===== src/rtl/disp_stream_pkg.sv =====
// Shared types and constants for the packed disparity stream unpacker.
// Optional statistics are enabled with DISP_STATS_EN (see disp_stream_unpacker).
package disp_stream_pkg;

  localparam int OUTPUTDATAWID = 9;
  localparam int DISP_WIDTH    = 8;
  localparam int SOF_BIT       = OUTPUTDATAWID - 1;

  typedef enum logic {
    WAIT_SOF = 1'b0,
    STREAM   = 1'b1
  } unpackState_t;

  typedef struct packed {
    logic                  tuser;
    logic                  tlast;
    logic [DISP_WIDTH-1:0] disp;
  } fifoEntry_t;

endpackage


===== src/rtl/disp_sync_fifo.sv =====
// Single-clock FIFO with a registered head: a push into an empty FIFO is visible
// on dout/valid the next cycle. A push on a full FIFO succeeds if a pop frees an entry.
module disp_sync_fifo
  import disp_stream_pkg::*;
#(
  parameter int DEPTH = 16
) (
  input  logic       clk,
  input  logic       rst_n,
  input  logic       push,
  input  fifoEntry_t din,
  input  logic       pop,
  output fifoEntry_t dout,
  output logic       valid,
  output logic       full
);

  localparam int AW = $clog2(DEPTH);

  fifoEntry_t      mem [DEPTH];
  logic [AW-1:0]   wrPtr;
  logic [AW-1:0]   rdPtr;
  logic [AW:0]     count;
  logic            doPop;
  logic            doPush;
  logic [AW:0]     remain;
  logic [AW:0]     nextCount;
  logic [AW-1:0]   nextRd;

  assign full      = (count == (AW+1)'(DEPTH));
  assign doPop     = pop && valid;
  assign doPush    = push && (!full || doPop);
  assign remain    = count - {{AW{1'b0}}, doPop};
  assign nextCount = remain + {{AW{1'b0}}, doPush};
  assign nextRd    = rdPtr + AW'(doPop);

  always_ff @(posedge clk) begin
    if (doPush) begin
      mem[wrPtr] <= din;
    end
  end

  // The head register is reloaded from the entry that will be at the front next cycle.
  always_ff @(posedge clk or negedge rst_n) begin
    if (!rst_n) begin
      wrPtr <= '0;
      rdPtr <= '0;
      count <= '0;
      valid <= 1'b0;
      dout  <= '0;
    end else begin
      count <= nextCount;
      rdPtr <= nextRd;
      valid <= (nextCount != '0);
      if (doPush) begin
        wrPtr <= wrPtr + AW'(1);
      end
      if (remain == '0) begin
        if (doPush) begin
          dout <= din;
        end
      end else begin
        dout <= mem[nextRd];
      end
    end
  end

endmodule


===== src/rtl/disp_stream_unpacker.sv =====
// Unpacks {SOF, disp} words into an AXI4-Stream video stream with frame tracking.
// Define DISP_STATS_EN to add the per-frame zero-disparity counter outputs.
//
// state    | meaning
// WAIT_SOF | discard words until one carries SOF
// STREAM   | inside a frame, every accepted word is a pixel
module disp_stream_unpacker #(
  parameter int OUTPUTDATAWID = 9,
  parameter int DISP_WIDTH    = 8,
  parameter int IMG_WIDTH     = 640,
  parameter int IMG_HEIGHT    = 480,
  parameter int FIFO_DEPTH    = 16
) (
  input  logic                     clk,
  input  logic                     rst_n,
  input  logic [OUTPUTDATAWID-1:0] disp_in,
  input  logic                     disp_in_valid,
  output logic [DISP_WIDTH-1:0]    m_axis_tdata,
  output logic                     m_axis_tvalid,
  input  logic                     m_axis_tready,
  output logic                     m_axis_tuser,
  output logic                     m_axis_tlast,
  output logic                     frame_err,
`ifdef DISP_STATS_EN
  output logic [19:0]              invalid_count,
  output logic                     stats_valid,
`endif
  output logic                     ovf
);

  import disp_stream_pkg::*;

  localparam int XW = (IMG_WIDTH  > 1) ? $clog2(IMG_WIDTH)  : 1;
  localparam int YW = (IMG_HEIGHT > 1) ? $clog2(IMG_HEIGHT) : 1;
  localparam logic [XW-1:0] X_LAST = XW'(IMG_WIDTH - 1);
  localparam logic [YW-1:0] Y_LAST = YW'(IMG_HEIGHT - 1);

  unpackState_t           state;
  logic [XW-1:0]          x;
  logic [YW-1:0]          y;
  logic                   sof;
  logic [DISP_WIDTH-1:0]  disp;
  logic                   take;
  logic                   badSof;
  logic                   lastPix;
  logic [XW-1:0]          px;
  logic [YW-1:0]          py;
  fifoEntry_t             entry;
  fifoEntry_t             head;
  logic                   fifoFull;
  logic                   drop;

  assign sof     = disp_in[SOF_BIT];
  assign disp    = disp_in[DISP_WIDTH-1:0];
  assign take    = disp_in_valid && ((state == STREAM) || sof);
  assign badSof  = disp_in_valid && sof && (state == STREAM) && !((x == '0) && (y == '0));
  // An SOF word always lands at the origin, whether it opens or restarts a frame.
  assign px      = sof ? '0 : x;
  assign py      = sof ? '0 : y;
  assign lastPix = (px == X_LAST) && (py == Y_LAST);
  assign drop    = take && fifoFull && !(m_axis_tvalid && m_axis_tready);

  assign entry.tuser = (px == '0) && (py == '0);
  assign entry.tlast = (px == X_LAST);
  assign entry.disp  = disp;

  disp_sync_fifo #(.DEPTH(FIFO_DEPTH)) uFifo (
    .clk   (clk),
    .rst_n (rst_n),
    .push  (take),
    .din   (entry),
    .pop   (m_axis_tready),
    .dout  (head),
    .valid (m_axis_tvalid),
    .full  (fifoFull)
  );

  assign m_axis_tdata = head.disp;
  assign m_axis_tuser = head.tuser;
  assign m_axis_tlast = head.tlast;

  // Position advances on every accepted word, even if the FIFO drops it.
  always_ff @(posedge clk or negedge rst_n) begin
    if (!rst_n) begin
      state     <= WAIT_SOF;
      x         <= '0;
      y         <= '0;
      frame_err <= 1'b0;
      ovf       <= 1'b0;
    end else begin
      frame_err <= badSof;
      if (drop) begin
        ovf <= 1'b1;
      end
      if (take) begin
        if (px == X_LAST) begin
          x <= '0;
          if (py == Y_LAST) begin
            y     <= '0;
            state <= WAIT_SOF;
          end else begin
            y     <= py + YW'(1);
            state <= STREAM;
          end
        end else begin
          x     <= px + XW'(1);
          y     <= py;
          state <= STREAM;
        end
      end
    end
  end

`ifdef DISP_STATS_EN
  logic [19:0] zeroCnt;
  logic        isZero;

  assign isZero = (disp == '0);

  // A premature SOF closes the previous frame and its own pixel starts the new count.
  always_ff @(posedge clk or negedge rst_n) begin
    if (!rst_n) begin
      zeroCnt       <= '0;
      invalid_count <= '0;
      stats_valid   <= 1'b0;
    end else begin
      stats_valid <= 1'b0;
      if (take) begin
        if (badSof) begin
          invalid_count <= zeroCnt;
          stats_valid   <= 1'b1;
          zeroCnt       <= {19'd0, isZero};
        end else if (lastPix) begin
          invalid_count <= (zeroCnt == '1) ? zeroCnt : zeroCnt + {19'd0, isZero};
          stats_valid   <= 1'b1;
          zeroCnt       <= '0;
        end else if (isZero && (zeroCnt != '1)) begin
          zeroCnt <= zeroCnt + 20'd1;
        end
      end
    end
  end
`endif

endmodule


===== config.mk =====
export PLATFORM = sky130hd
export DESIGN_NAME = disp_stream_unpacker
export DESIGN_NICKNAME = d
export VERILOG_FILES = /design/src/rtl/disp_stream_pkg.sv /design/src/rtl/disp_sync_fifo.sv /design/src/rtl/disp_stream_unpacker.sv
export SDC_FILE = /design/constraint.sdc
export NUM_CORES = 1
export LEC_CHECK = 0
export CORE_ASPECT_RATIO = 1.5
export CORE_MARGIN = 1
export CORE_UTILIZATION = 45
export CTS_BUF_LIST = sky130_fd_sc_hd__clkbuf_16
export DETAILED_ROUTE_END_ITERATION = 12
export GPL_TIMING_DRIVEN = 0
export PLACE_DENSITY = 0.67
export SLEW_MARGIN = 30
export SYNTH_ARGS = -nofsm -noshare
export SYNTH_HDL_FRONTEND = slang
export SYNTH_SLANG_ARGS = --single-unit

===== constraint.sdc =====
create_clock -name clk -period 3 [get_ports clk]
set_input_delay 0.6 -clock clk [delete_from_list [all_inputs] [get_ports clk]]
set_output_delay 0.6 -clock clk [all_outputs]
set_load 0.01 [all_outputs]

# [Yosys cells after proc, flatten, opt, wreduce, memory -nomap -nowiden]
# Memory sizes are Yosys's and may differ from the RTL's.
# Index checks and enable logic that the tools add are counted.
# Widths: inputs -> output; s select.
[op_classes] eq_ne=4 n_reduce_logical=21 mux=11 add_sub_neg=6
[ops] cell="$mux 10" count=4
[ops] cell="$mux 9" count=3
[ops] cell="$logic_not 10->1" count=2
[ops] cell="$logic_not 9->1" count=2
[ops] cell="$add 10x1->10 const B" count=1
[ops] cell="$eq 10x10->1 const B" count=1
[ops] cell="$logic_and 1x1->1" count=10
[ops] cell="$add 9x1->9 const B" count=1
[ops] cell="$eq 9x9->1 const B" count=1
[ops] cell="$add 5x1->5" count=1
[ops] cell="$eq 5x5->1 const B" count=1
[ops] cell="$logic_not 5->1" count=1
[ops] cell="$reduce_bool 5->1" count=1
[ops] cell="$sub 5x1->5" count=1
[ops] cell="$add 4x1->4" count=1
[ops] cell="$add 4x1->4 const B" count=1
[ops] cell="$mux 1" count=4
[ops] cell="$logic_not 1->1" count=3
[ops] cell="$logic_or 1x1->1" count=2
[ops] cell="$ne 2x1->1 const B" count=1
[word_totals] memories=1 ram_bits=160 regBits=46
[memory_table] name="uFifo.mem" words=16 word_bits=10 read_ports=1 rd_clocked_by_memory_dff=0 write_ports=1 line_no="disp_sync_fifo.sv:20" text="fifoEntry_t mem [DEPTH];"

# [Logic depth before layout (Yosys ltp)]
# Gate-level depths: netlist of the first run.
[logic_depth] word_depth=6 depth_mapped=12

# [Cells and area by module]
# Synthesis of the first run repeated with hierarchy kept, for this count alone.
[unflattened] cells_unflattened=516 area_unflattened_um2=8862.2
[modules_own_cells] module="disp_sync_fifo" cells_each=365 area_per_inst_um2=7508.5 instances=1 seq_area_each_um2=5405.2
[modules_own_cells] module="disp_stream_unpacker" cells_each=151 area_per_inst_um2=1353.8 instances=1 seq_area_each_um2=550.5

# [Least setup slack after synthesis of the first run]
# OpenSTA, ideal clock, no wires.
[synth_path] path_type="input to register" start="input port disp_in[8]" end="register x[3]" arrival_ns=2.578 setup_ns=0.110 n_path_buf=3 t_required_ns=2.890 stages=12 path_slack_ns=0.312 path_cell_list="clkbuf_1 -> clkbuf_1 -> nand2b_1 -> inv_1 -> ha_1 -> and4_1 -> nand4_4 -> clkinv_1 -> buf_2 -> nor3b_1 -> o21ai_0 -> o41ai_1"
[synth_lines] element="start: declaration" line_no="disp_stream_unpacker.sv:16" text="input logic [OUTPUTDATAWID-1:0] disp_in,"
[synth_lines] element="end signal: assignment" line_no="disp_stream_unpacker.sv:106" text="x <= px + XW'(1);"
[synth_lines] element="end: declaration" line_no="disp_stream_unpacker.sv:39" text="logic [XW-1:0] x;"

# [Worst setup path after layout of the first run]
[layout_path] start="input port m_axis_tready" end="register uFifo.dout[9] (netlist bit)"
[layout_via] elab_chain_cells=4 elab_cells_between_ends=9
[layout_lines] element="start: declaration" line_no="disp_stream_unpacker.sv:20" text="input logic m_axis_tready,"
[layout_lines] element="$logic_and 1x1->1" line_no="disp_sync_fifo.sv:31" text="assign doPop = pop && valid;"
[layout_lines] element="$add 4x1->4" line_no="disp_sync_fifo.sv:35" text="assign nextRd = rdPtr + AW'(doPop);"
[layout_lines] element="named net uFifo.nextRd[1]" line_no="disp_sync_fifo.sv:28" text="logic [AW-1:0] nextRd;"
[layout_lines] element="$mem_v2 16x10"
[layout_lines] element="$mux 10" line_no="disp_sync_fifo.sv:58" text="if (remain == '0) begin"
[layout_lines] element="end signal: assignment" line_no="disp_sync_fifo.sv:60" text="dout <= din;"
[layout_lines] element="end signal: assignment" line_no="disp_sync_fifo.sv:63" text="dout <= mem[nextRd];"
[layout_lines] element="end: declaration" line_no="disp_sync_fifo.sv:13" text="output fifoEntry_t dout,"
# The timed path passes the listed nets, and every way through them passes these cells.
# A chain may end at the register's enable or synchronous reset.

==> flow_metrics.tcl, run 1 <==
set metrics [dict create \
    status "finished clean" \
    tns_ps 0 \
    period_minus_slack_ps 2870 \
    dr.pass1.iters 5 \
    reg2reg_depth 8 \
    slew_headroom_pct 52.4 \
    cp-startpoint "m_axis_tready" \
    grt_use_met1_pct 23.6 \
    worst-setup-path-type "input port to flop" \
    wl_um 18900 \
    synth.avg_cell_area_um2 16.6 \
    cellPowerDensity_nw_per_um2 948 \
    clk_pin_slew_ps 60 \
    synth_seq_cells 206 \
    synth-seq-area-share_pct 68.7 \
    hold_viol 0 \
    io_pins 26 \
    drt_iter0_markers 481 \
    setup_viol 0 \
    r2r_slack_ps 290 \
    fmax_mhz 348 \
    final_core_util_pct 53.7 \
    critPathLaunchType "input port" \
    overflow 0 \
    cts_tree "yes" \
    placed_cells 803 \
    io_buffers 25 \
    postCtsHoldBufs 0 \
    critPathCapture "uFifo.dout[9]$_DFFE_PN0P_" \
    root_buffer "clkbuf_16" \
    skew_ps 12.2 \
    path_max_fanout 10 \
    ctsHtreeMaxLevel 1 \
    grt_max_degree 47 \
    drive_above_1_share_pct 19.0 \
    synth_cell_type_count 49 \
    total_power_mw 9.52 \
    grt_use_total_pct 20.2 \
    worstPathArrival_ps 3250 \
    timing.rr.end "uFifo.dout[9]$_DFFE_PN0P_" \
    grt_pass1_wl_um 29300 \
    final_antenna_net_count 0 \
    yosysWarningCount 0 \
    insertion_delay_ps 500 \
    hp-class "input port to asynchronous set/reset pin" \
    n_antenna_cell 0 \
    vias_per_cell 5.85 \
    fin_crit_sh_pct 95.8 \
    instances_no_fill 842 \
    die_area_um2 19800 \
    die_h_um 172 \
    syn2layout_area_growth_pct 15.9 \
    hpwl_um 12400 \
    fp.dieW_um 115 \
    cp-end-kind "flop" \
    antenna_found_initial 0 \
    maxCapViolations 0 \
    rows 61 \
    core_um2 18700 \
    numCtsBuffers 20 \
    max-vdd-ir-drop_mv 0.419 \
    grt_util_met3_pct 2.52 \
    grt_pass1_vias 5149 \
    grt_most_used_layer "met2" \
    rsz0062_at_grt "false" \
    max_slew.worst_pin.slew_ps 714 \
    gp_congestion 0.880 \
    wl_per_cell_um 22.5 \
    drcViolationCount 0 \
    vias 4923 \
    worst_ep_required_time_ps 3380 \
    nets 603 \
    initial_core_util_pct 46.3 \
    reg2reg_from "uFifo.valid$_DFF_PN0_" \
    synth_fp_nets 549 \
    clock-sinks 206 \
    synth_area_um2 8670 \
    leakagePower_nw 3.48 \
    finalMaxSlewViolations 0 \
    met2_usage_pct 37.4 \
    cts_buffer_depth 3 \
    synthCells 522 \
]
[flip-flops by register name (all words and copies together) (netlist names)]
signal / cells
y: 9
uFifo.valid: 1
state: 1
uFifo.wrPtr: 4
uFifo.rdPtr: 4
uFifo.dout: 10
frame_err: 1
x: 10
ovf: 1
uFifo.count: 5
uFifo.mem: 160
[cells in the mapped netlist, drive strengths merged]
library cell  count  area [µm²]
a211oi           11        82.6
a21boi            1        7.51
a21o              1        7.51
a21oi            12        63.8
a221oi            9        78.8
a22o              2        17.5
a311oi            1        8.76
a31oi             2        12.5
a41o              1        10.0
a41oi             1        8.76
and2              1        6.26
and4              2        17.5
buf              10        58.8
clkbuf           15        57.6
clkinv            1        3.75
dfrtp            46        1150
edfxtp          160        4800
ha               14         175
inv              14        52.6
mux2i            22         220
mux4             40         901
nand2            26        97.6
nand2b            9        56.3
nand3             7        35.0
nand3b            4        30.0
nand4             7        58.8
nand4b            4        35.0
nor2             19        71.3
nor2b            11        68.8
nor3             16        80.1
nor3b             3        22.5
nor4              7        50.1
nor4b             2        47.6
o2111ai           2        17.5
o211a             1        10.0
o21ai            24         120
o2bb2ai           1        8.76
o31ai             1        7.51
o41ai             1        8.76
or4               1        7.51
xnor2             7        61.3
xor2              3        26.3
[cell usage in the layout, fill, tap and decap left out, types with 4 or more instances in the layout]
master / count
a211oi_1: 11
ha_1: 14
mux2i_1: 22
mux4_2: 40
nor2b_1: 11
nand2_1: 24
clkbuf_16: 21
nand3_1: 7
o21ai_0: 23
nand2b_1: 9
a21oi_1: 11
nor2_4: 12
nand3b_1: 4
nor4_1: 6
nor3_1: 12
buf_2: 4
nand4b_1: 4
edfxtp_1: 160
nand4_1: 6
xnor2_1: 7
nor2_1: 7
clkbuf_1: 12
dfrtp_1: 46
inv_1: 20
buf_4: 13
a221oi_1: 9
nor3_4: 4
clkdlybuf4s50_1: 23
[worst min-delay path by stage]
stage,startpoint,cells past startpoint,endpoint,slack (ps)
floorplan,rst_n,0,frame_err$_DFF_PN0_,300
global placement,ovf$_DFFE_PN0P_,1,ovf$_DFFE_PN0P_,460
detailed placement,ovf$_DFFE_PN0P_,1,ovf$_DFFE_PN0P_,460
CTS,rst_n,1,uFifo.count[2]$_DFF_PN0_,130
global route,rst_n,1,uFifo.count[2]$_DFF_PN0_,160
finish,rst_n,1,uFifo.count[2]$_DFF_PN0_,120
[layout make-up]
| cell class | count | area, µm² |
|---|---|---|
| fill | 1500 | 8650 |
| sequential | 206 | 5960 |
| multi-input combinational | 276 | 2680 |
| clock buffer | 21 | 526 |
| tap | 252 | 315 |
| timing repair buffer | 33 | 310 |
| buffer | 24 | 129 |
| clock inverter | 15 | 68.8 |
| inverter | 15 | 58.8 |
[routing by layer]
metal  routed length [µm]  vias up  part of all wire (%)
met2                10500      174                    55
met1                 7090     2534                    38
li1                     -     2177                     -
met5                    0        -                     0
met4                  532        0                   2.8
met3                  799       38                   4.2
[logic make-up (layout without fill, tap and decap cells)]
family	count (synthesis)	after routing	share of synthesized area (%)
mux	62	62	12.9
xor+xnor	10	10	1.01
fa+ha+maj	14	14	2.02
simple gates	119	119	7.90
compound gates	71	71	5.43
buf+inv	40	108	1.99
flops	206	206	68.7
[what timing repair did]
item | in CTS | in global routing
endpoints found under the setup margin | 141 | 111
resized for setup | 20 | 9
buffers inserted | 0 | 4
pin swaps | 0 | 1
[power breakdown]
| group | internal (mW) | switching (mW) | leakage [nW] |
|---|---|---|---|
| Clock | 1.26 | 1.03 | 0.308 |
| Combinational | 1.63 | 1.91 | 1.14 |
| Sequential | 3.50 | 0.179 | 2.03 |
| Total | 6.40 | 3.12 | 3.48 |
[stage by stage]
stage / cell area [µm²] / setup slack (ps) / hold slack [ps]
after floorplan: 8670 / 312 / 304
after global placement: 9230 / -1350 / 460
after detailed placement: 9310 / -1070 / 457
after CTS: 9990 / -26.5 / 133
after global routing: 10000 / 22.0 / 159
final: 10000 / 127 / 118
[critical path, stage by stage]
cell and delay (ps):
clkdlybuf4s50_1 420, and2_1 190, ha_1 200, ha_1 400, clkbuf_1 560, mux4_2 440, mux2i_1 220, a22o_1 170
nor2_1 40
Power figures use the tool's default switching activity.
==> run 2, diff against run 1 <==
--- a/config.mk
+++ b/config.mk
@@ -5,12 +5,12 @@
 export SDC_FILE = /design/constraint.sdc
 export NUM_CORES = 1
 export LEC_CHECK = 0
+export ABC_AREA = 1
 export CORE_ASPECT_RATIO = 1.5
 export CORE_MARGIN = 1
 export CORE_UTILIZATION = 45
 export CTS_BUF_LIST = sky130_fd_sc_hd__clkbuf_16
 export DETAILED_ROUTE_END_ITERATION = 12
-export GPL_TIMING_DRIVEN = 0
 export PLACE_DENSITY = 0.67
 export SLEW_MARGIN = 30
 export SYNTH_ARGS = -nofsm -noshare
==> constraint.sdc (replaced) <==
create_clock -name clk -period 2.8 [get_ports clk]
set_input_delay 0.56 -clock clk [delete_from_list [all_inputs] [get_ports clk]]
set_output_delay 0.56 -clock clk [all_outputs]
set_load 0.01 [all_outputs]
==> run 2 against run 1 <==
  * Final area rose by 8.6%
  * Power grew 23%
  * Register-to-register slack improved by 340 ps
  * Clock skew fell by 3.8 ps
  * Critical path depth is 4 higher
  * Sequential cell count unchanged
  * Area after synthesis grew 8.0%
  * Sequential power is 8.2% higher
  * Clock-buffer cell count did not move
  * Global-route usage up 2.2 points
  * Critical path type unchanged
  * Largest cell class unchanged
==> flow_metrics.tcl, run 2 <==
set metrics [dict create \
    status "finished clean" \
    fmax_mhz 446 \
    top_regs "uFifo.mem x160, uFifo.dout x10, x x10" \
    slew_headroom_pct 53.5 \
    instances_no_fill 1291 \
    fp.dieW_um 120 \
    yosys.area_share.simple_pct 23.5 \
    period_minus_slack_ps 2240 \
    netlist_top_cells_count "nand2_1 (240), edfxtp_1 (160), nor2_1 (142)" \
    layout_commonest_cell "nand2_1" \
    placed_area_um2 10300 \
    synth_area_um2 9360 \
    layout_common_cells "nand2_1 (240), edfxtp_1 (160), nor2_1 (142)" \
    max_slew.worst_pin.slew_ps 695 \
    synth_flop_cell "edfxtp_1" \
    synth_top_family_by_area "simple AND/OR/NAND/NOR gates" \
    synth.area.mux_share_pct 0 \
    clk_pin_slew_ps 70 \
    hold_viol 0 \
    io_buffers 25 \
    fin_area_um2 10900 \
    max-vdd-ir-drop_mv 0.631 \
    grt_max_degree 52 \
    setup_viol 0 \
    cellPowerDensity_nw_per_um2 1080 \
    placed_cells 1256 \
    finalMaxSlewViolations 0 \
    synth_fp_nets 977 \
    syn2layout_area_growth_pct 16.6 \
    synth_compound_area_share_pct 4.41 \
    rows 64 \
    vias_per_cell 5.21 \
    synthArstFlopShare_pct 22.3 \
    antenna_found_initial 0 \
    total_power_mw 11.7 \
    ctsHtreeMaxLevel 1 \
    critPathLaunchType "input port" \
    holdWs_ps 90.1 \
    synth_xor_area_share_pct 1.40 \
    synth-seq-area-share_pct 63.6 \
    yosysWarningCount 0 \
    numCtsBuffers 20 \
    grt_use_total_pct 22.5 \
    overflow 0 \
    insertion_delay_ps 490 \
    ys_top_cells_by_area "edfxtp_1 (51%), dfrtp_1 (12%), nand2_1 (9.6%)" \
    cts_tree "yes" \
    synth_edf_count 160 \
    drcViolationCount 0 \
    postCtsHoldBufs 0 \
    synth_seq_cells 206 \
    die_h_um 179 \
    hp-class "input port to asynchronous set/reset pin" \
    hpwl_um 15900 \
    worst_ep_required_time_ps 3180 \
    die_area_um2 21400 \
    largest_reg_flops 160 \
    synthCells 950 \
    grt_pass1_vias 6752 \
    skew_ps 8.43 \
    clock-sinks 206 \
    yosysTopAreaCell "edfxtp_1" \
    n_antenna_cell 0 \
    drt_iter0_markers 618 \
    tns_ps 0 \
    synth_cell_type_count 30 \
    cts_setup_buffers 0 \
    final_core_util_pct 53.4 \
    cp-end-kind "flop" \
    maxCapViolations 0 \
    dr.pass1.iters 6 \
    path_max_fanout 9 \
    top_register "uFifo.mem" \
    wl_um 23000 \
    nets 1041 \
    synthAdderAreaFrac_pct 1.87 \
    fillers 1848 \
    wl_per_cell_um 17.8 \
    fin_crit_sh_pct 80.1 \
    synth.avg_cell_area_um2 9.85 \
    synthMostInstantiatedCell "nand2_1" \
    cts_buffer_depth 3 \
    worst-setup-path-type "input port to flop" \
    drive_above_1_share_pct 11.2 \
    cts-resized-gates 0 \
    io_pins 26 \
    final_antenna_net_count 0 \
    core_um2 20400 \
    root_buffer "clkbuf_16" \
    worstPathArrival_ps 2630 \
    gp_congestion 0.903 \
    rsz0062_at_grt "false" \
    yosysTopAreaCellShare_pct 51.3 \
    leakagePower_nw 4.49 \
    initial_core_util_pct 45.8 \
    fin_ws_ps 557 \
    grt_pass1_wl_um 36300 \
    vias 6723 \
    pre_cts_ws_ps 57.5 \
]
run 2: cell count changes after synthesis, sizes merged, moves of 12 or more:
cell and delta:
inv +64, mux4 -40, nor2 +133, nand2 +217, nand3 +98, nor3 -12, a21oi -12, o21ai +45
mux2i -22
run 2: final cells by class:
cell class	count	area, µm²	share of cell area (%)
inverters	80	300	2.75
multi-input cells	626	2940	26.9
clock inverters	14	93.8	0.860
flip-flops and latches	206	5960	54.6
clock buffers	21	526	4.82
well taps	264	330	3.03
repair buffers	80	771	7.06
run 2: worst paths after layout:
check	startpoint	endpoint	slack [ps]	cells past startpoint
worst min-delay path	rst_n	x[7]$_DFFE_PN0P_	90	1
worst max register to register	uFifo.valid$_DFF_PN0_	uFifo.dout[3]$_DFFE_PN0P_	630	12
min in group clk	ovf$_DFFE_PN0P_	ovf$_DFFE_PN0P_	470	1
max in group asynchronous	rst_n	y[7]$_DFFE_PN0P_	2150	2
worst min register to register	ovf$_DFFE_PN0P_	ovf$_DFFE_PN0P_	470	1
worst max-delay path	m_axis_tready	uFifo.dout[3]$_DFFE_PN0P_	560	13
run 2: report_power, final:
part	internal, mW	leakage, nW	switching (mW)
registers	3.76	2.03	0.220
clock network	1.45	0.308	1.12
logic	1.94	2.15	3.25
total	7.15	4.49	4.59
run 2: layer usage:
layer / wire, µm / vias up / share of wire [%] / track usage, %
li1: - / 3283 / - / -
met1: 8610 / 3234 / 37 / 25.2
met2: 12800 / 170 / 56 / 43.6
met3: 902 / 36 / 3.9 / 2.24
met4: 680 / 0 / 3.0 / 7.92
met5: 0 / - / 0 / 0
run 2: cell families after synthesis:
kind of cell | after synthesis
xor+xnor | 15
simple gates | 519
fa+ha+maj | 14
buf+inv | 118
compound gates | 78
flops | 206
run 2: worst max-delay path, cell delays in order:
cell and delay [ps]:
clkdlybuf4s50_1 400, nand2_1 100, inv_1 70, ha_1 220
ha_1 260, xnor2_1 240, nand2_1 90, nor2_2 160
nand2_1 100, inv_2 150, o21ai_0 120, nand2_1 100
nand2_1 50
==> run 3, diff against run 2 <==
--- a/config.mk
+++ b/config.mk
@@ -11,7 +11,7 @@
 export CORE_UTILIZATION = 45
 export CTS_BUF_LIST = sky130_fd_sc_hd__clkbuf_16
 export DETAILED_ROUTE_END_ITERATION = 12
-export PLACE_DENSITY = 0.67
+export PLACE_DENSITY = 0.7
 export SLEW_MARGIN = 30
 export SYNTH_ARGS = -nofsm -noshare
 export SYNTH_HDL_FRONTEND = slang
==> constraint.sdc (replaced) <==
create_clock -name clk -period 1.9 [get_ports clk]
set_input_delay 0.38 -clock clk [delete_from_list [all_inputs] [get_ports clk]]
set_output_delay 0.38 -clock clk [all_outputs]
set_load 0.01 [all_outputs]
==> run 3 against run 2 <==
  * The run now ends with setup timing left
  * Worst setup slack got worse by 620 ps
  * Non-clock buffer count rose by 71
  * Global-route usage rose by 1.5 points
  * Power rose by 69%
  * Core utilization rose by 5.1 points
  * Critical endpoint is now uFifo.dout[0]$_DFFE_PN0P_
  * Largest cell class unchanged
==> flow_metrics.tcl, run 3 (same netlist as run 2, synthesis figures left out) <==
set metrics [dict create \
    die_h_um 179 \
    cp-end-kind "flop" \
    status "finished with violations" \
    worst-setup-path-type "flop to flop" \
    rows 64 \
    grt_pass1_wl_um 38800 \
    grt_pass1_vias 7108 \
    insertion_delay_ps 490 \
    reg2reg_depth 13 \
    nets 1113 \
    rsz0062_at_grt "true" \
    skew_ps 15.6 \
    slowest_stage "dfrtp_1" \
    total_power_mw 19.9 \
    timing.rr.end "uFifo.dout[0]$_DFFE_PN0P_" \
    top_register "uFifo.mem" \
    drt_iter0_markers 573 \
    wl_per_cell_um 18.5 \
    drive_above_1_share_pct 22.0 \
    fillers 1670 \
    leakagePower_nw 4.99 \
    maxCapViolations 0 \
    grt_use_total_pct 24.0 \
    final_antenna_net_count 0 \
    crit_chain "nand2_2, inv_2, ha_4, ha_4, buf_12, buf_4, nor2_1, o21ai_1, nand3_2, nand3_4, nand3_2, nand2_1, nand2_1" \
    max_slew.worst_pin.slew_ps 477 \
    dr.pass1.iters 7 \
    fin_ws_ps -68.1 \
    numCtsBuffers 20 \
    critical-path-top-delay-family "adder cells" \
    io_pins 26 \
    finalMaxSlewViolations 0 \
    crit_buf_inv 3 \
    fp.dieW_um 120 \
    gp_congestion 0.877 \
    worst_ep_required_time_ps 2290 \
    critPathLaunchType "flop" \
    multi_input_area_um2 3270 \
    setup_viol 10 \
    clk_pin_slew_ps 60 \
    critPathMaxStageDelay_ps 380 \
    root_buffer "clkbuf_16" \
    drcViolationCount 0 \
    layout_common_cells "nand2_1 (230), edfxtp_1 (160), nor2_1 (138)" \
    cts_tree "yes" \
    die_area_um2 21400 \
    ctsHtreeMaxLevel 1 \
    clock-sinks 206 \
    slew_headroom_pct 68.2 \
    seq_area_um2 5960 \
    tns_ps -451 \
    cellPowerDensity_nw_per_um2 1660 \
    initial_core_util_pct 45.8 \
    max-vdd-ir-drop_mv 0.789 \
    fmax_mhz 508 \
    cts_buffer_depth 3 \
    layout_commonest_cell "nand2_1" \
    wl_um 25200 \
    hpwl_um 16800 \
    hp-class "input port to asynchronous set/reset pin" \
    reg2reg_from "uFifo.valid$_DFF_PN0_" \
    io_buffers 25 \
    vias 7182 \
    largest_reg_flops 160 \
    grt_max_degree 30 \
    hold_viol 0 \
    worstPathArrival_ps 2360 \
    period_minus_slack_ps 1970 \
    n_antenna_cell 0 \
    syn2layout_area_growth_pct 27.8 \
    overflow 0 \
    violations "setup timing" \
    vias_per_cell 5.27 \
    antenna_found_initial 0 \
    path_max_fanout 7 \
    top_regs "uFifo.mem x160, uFifo.dout x10, x x10" \
    core_um2 20400 \
    r2r_slack_ps -70 \
    fin_crit_sh_pct 104 \
]
==> run 3: metrics by stage <==
| stage | hold WS (ps) | std cells | cell area, µm² | util (%) | worst slack [ps] |
|---|---|---|---|---|---|
| 2_1_floorplan | 84.4 | 950 | 9390 | - | -20.4 |
| 3_3_place_gp | 364 | 1314 | 10800 | 52.6 | -603 |
| 3_5_place_dp | 368 | 1314 | 10800 | 52.6 | -671 |
| 4_1_cts | 374 | 1361 | 11800 | 57.9 | -57.1 |
| 5_1_grt | 421 | 1364 | 12000 | 58.6 | -169 |
| 6_report | 370 | 1364 | 12000 | 58.6 | -68.1 |
==> run 3: how the worst max path moves through the flow <==
| stage | startpoint | to | slack, ps | depth (start not counted) |
|---|---|---|---|---|
| after floorplan | uFifo.count[2]$_DFF_PN0_ | uFifo.mem[15][0]$_DFFE_PP_ | -20 | 9 |
| after global routing | uFifo.valid$_DFF_PN0_ | uFifo.dout[0]$_DFFE_PN0P_ | -170 | 13 |
| after CTS | uFifo.valid$_DFF_PN0_ | uFifo.dout[7]$_DFFE_PN0P_ | -60 | 12 |
| after detailed placement | m_axis_tready | uFifo.dout[2]$_DFFE_PN0P_ | -670 | 14 |
| after global placement | m_axis_tready | uFifo.dout[3]$_DFFE_PN0P_ | -600 | 14 |
| final | uFifo.valid$_DFF_PN0_ | uFifo.dout[0]$_DFFE_PN0P_ | -70 | 13 |
==> run 3: cell type report <==
| cell class | count | share of cell area [%] |
|---|---|---|
| tap | 264 | 2.76 |
| timing repair buffer | 151 | 12.0 |
| clock buffer | 21 | 4.39 |
| timing repair inverter | 1 | 0.0628 |
| clock inverter | 15 | 0.994 |
| multi-input combinational | 626 | 27.4 |
| sequential | 206 | 49.8 |
| inverter | 80 | 2.65 |
==> run 3: metal layers <==
metal	vias to the layer above	share of wire, %	global-route usage [%]
met2	227	53	44.7
li1	3436	-	-
met1	3436	36	26.3
met4	0	5.9	13.8
met5	-	0	0
met3	83	4.5	2.65
==> run 3: repair_timing <==
item,4_1_cts,5_1_grt
pin swaps,41,40
hold endpoints to repair,18,0
endpoints found under the setup margin,15,17
setup buffers,5,4
hold buffers,1,0
cloned,5,0
gates resized for setup,72,43
==> run 3: where the power goes <==
part | total (mW) | switching (mW) | internal (mW)
Clock | 3.92 | 1.65 | 2.27
Sequential | 5.88 | 0.339 | 5.54
Combinational | 10.1 | 5.89 | 4.17
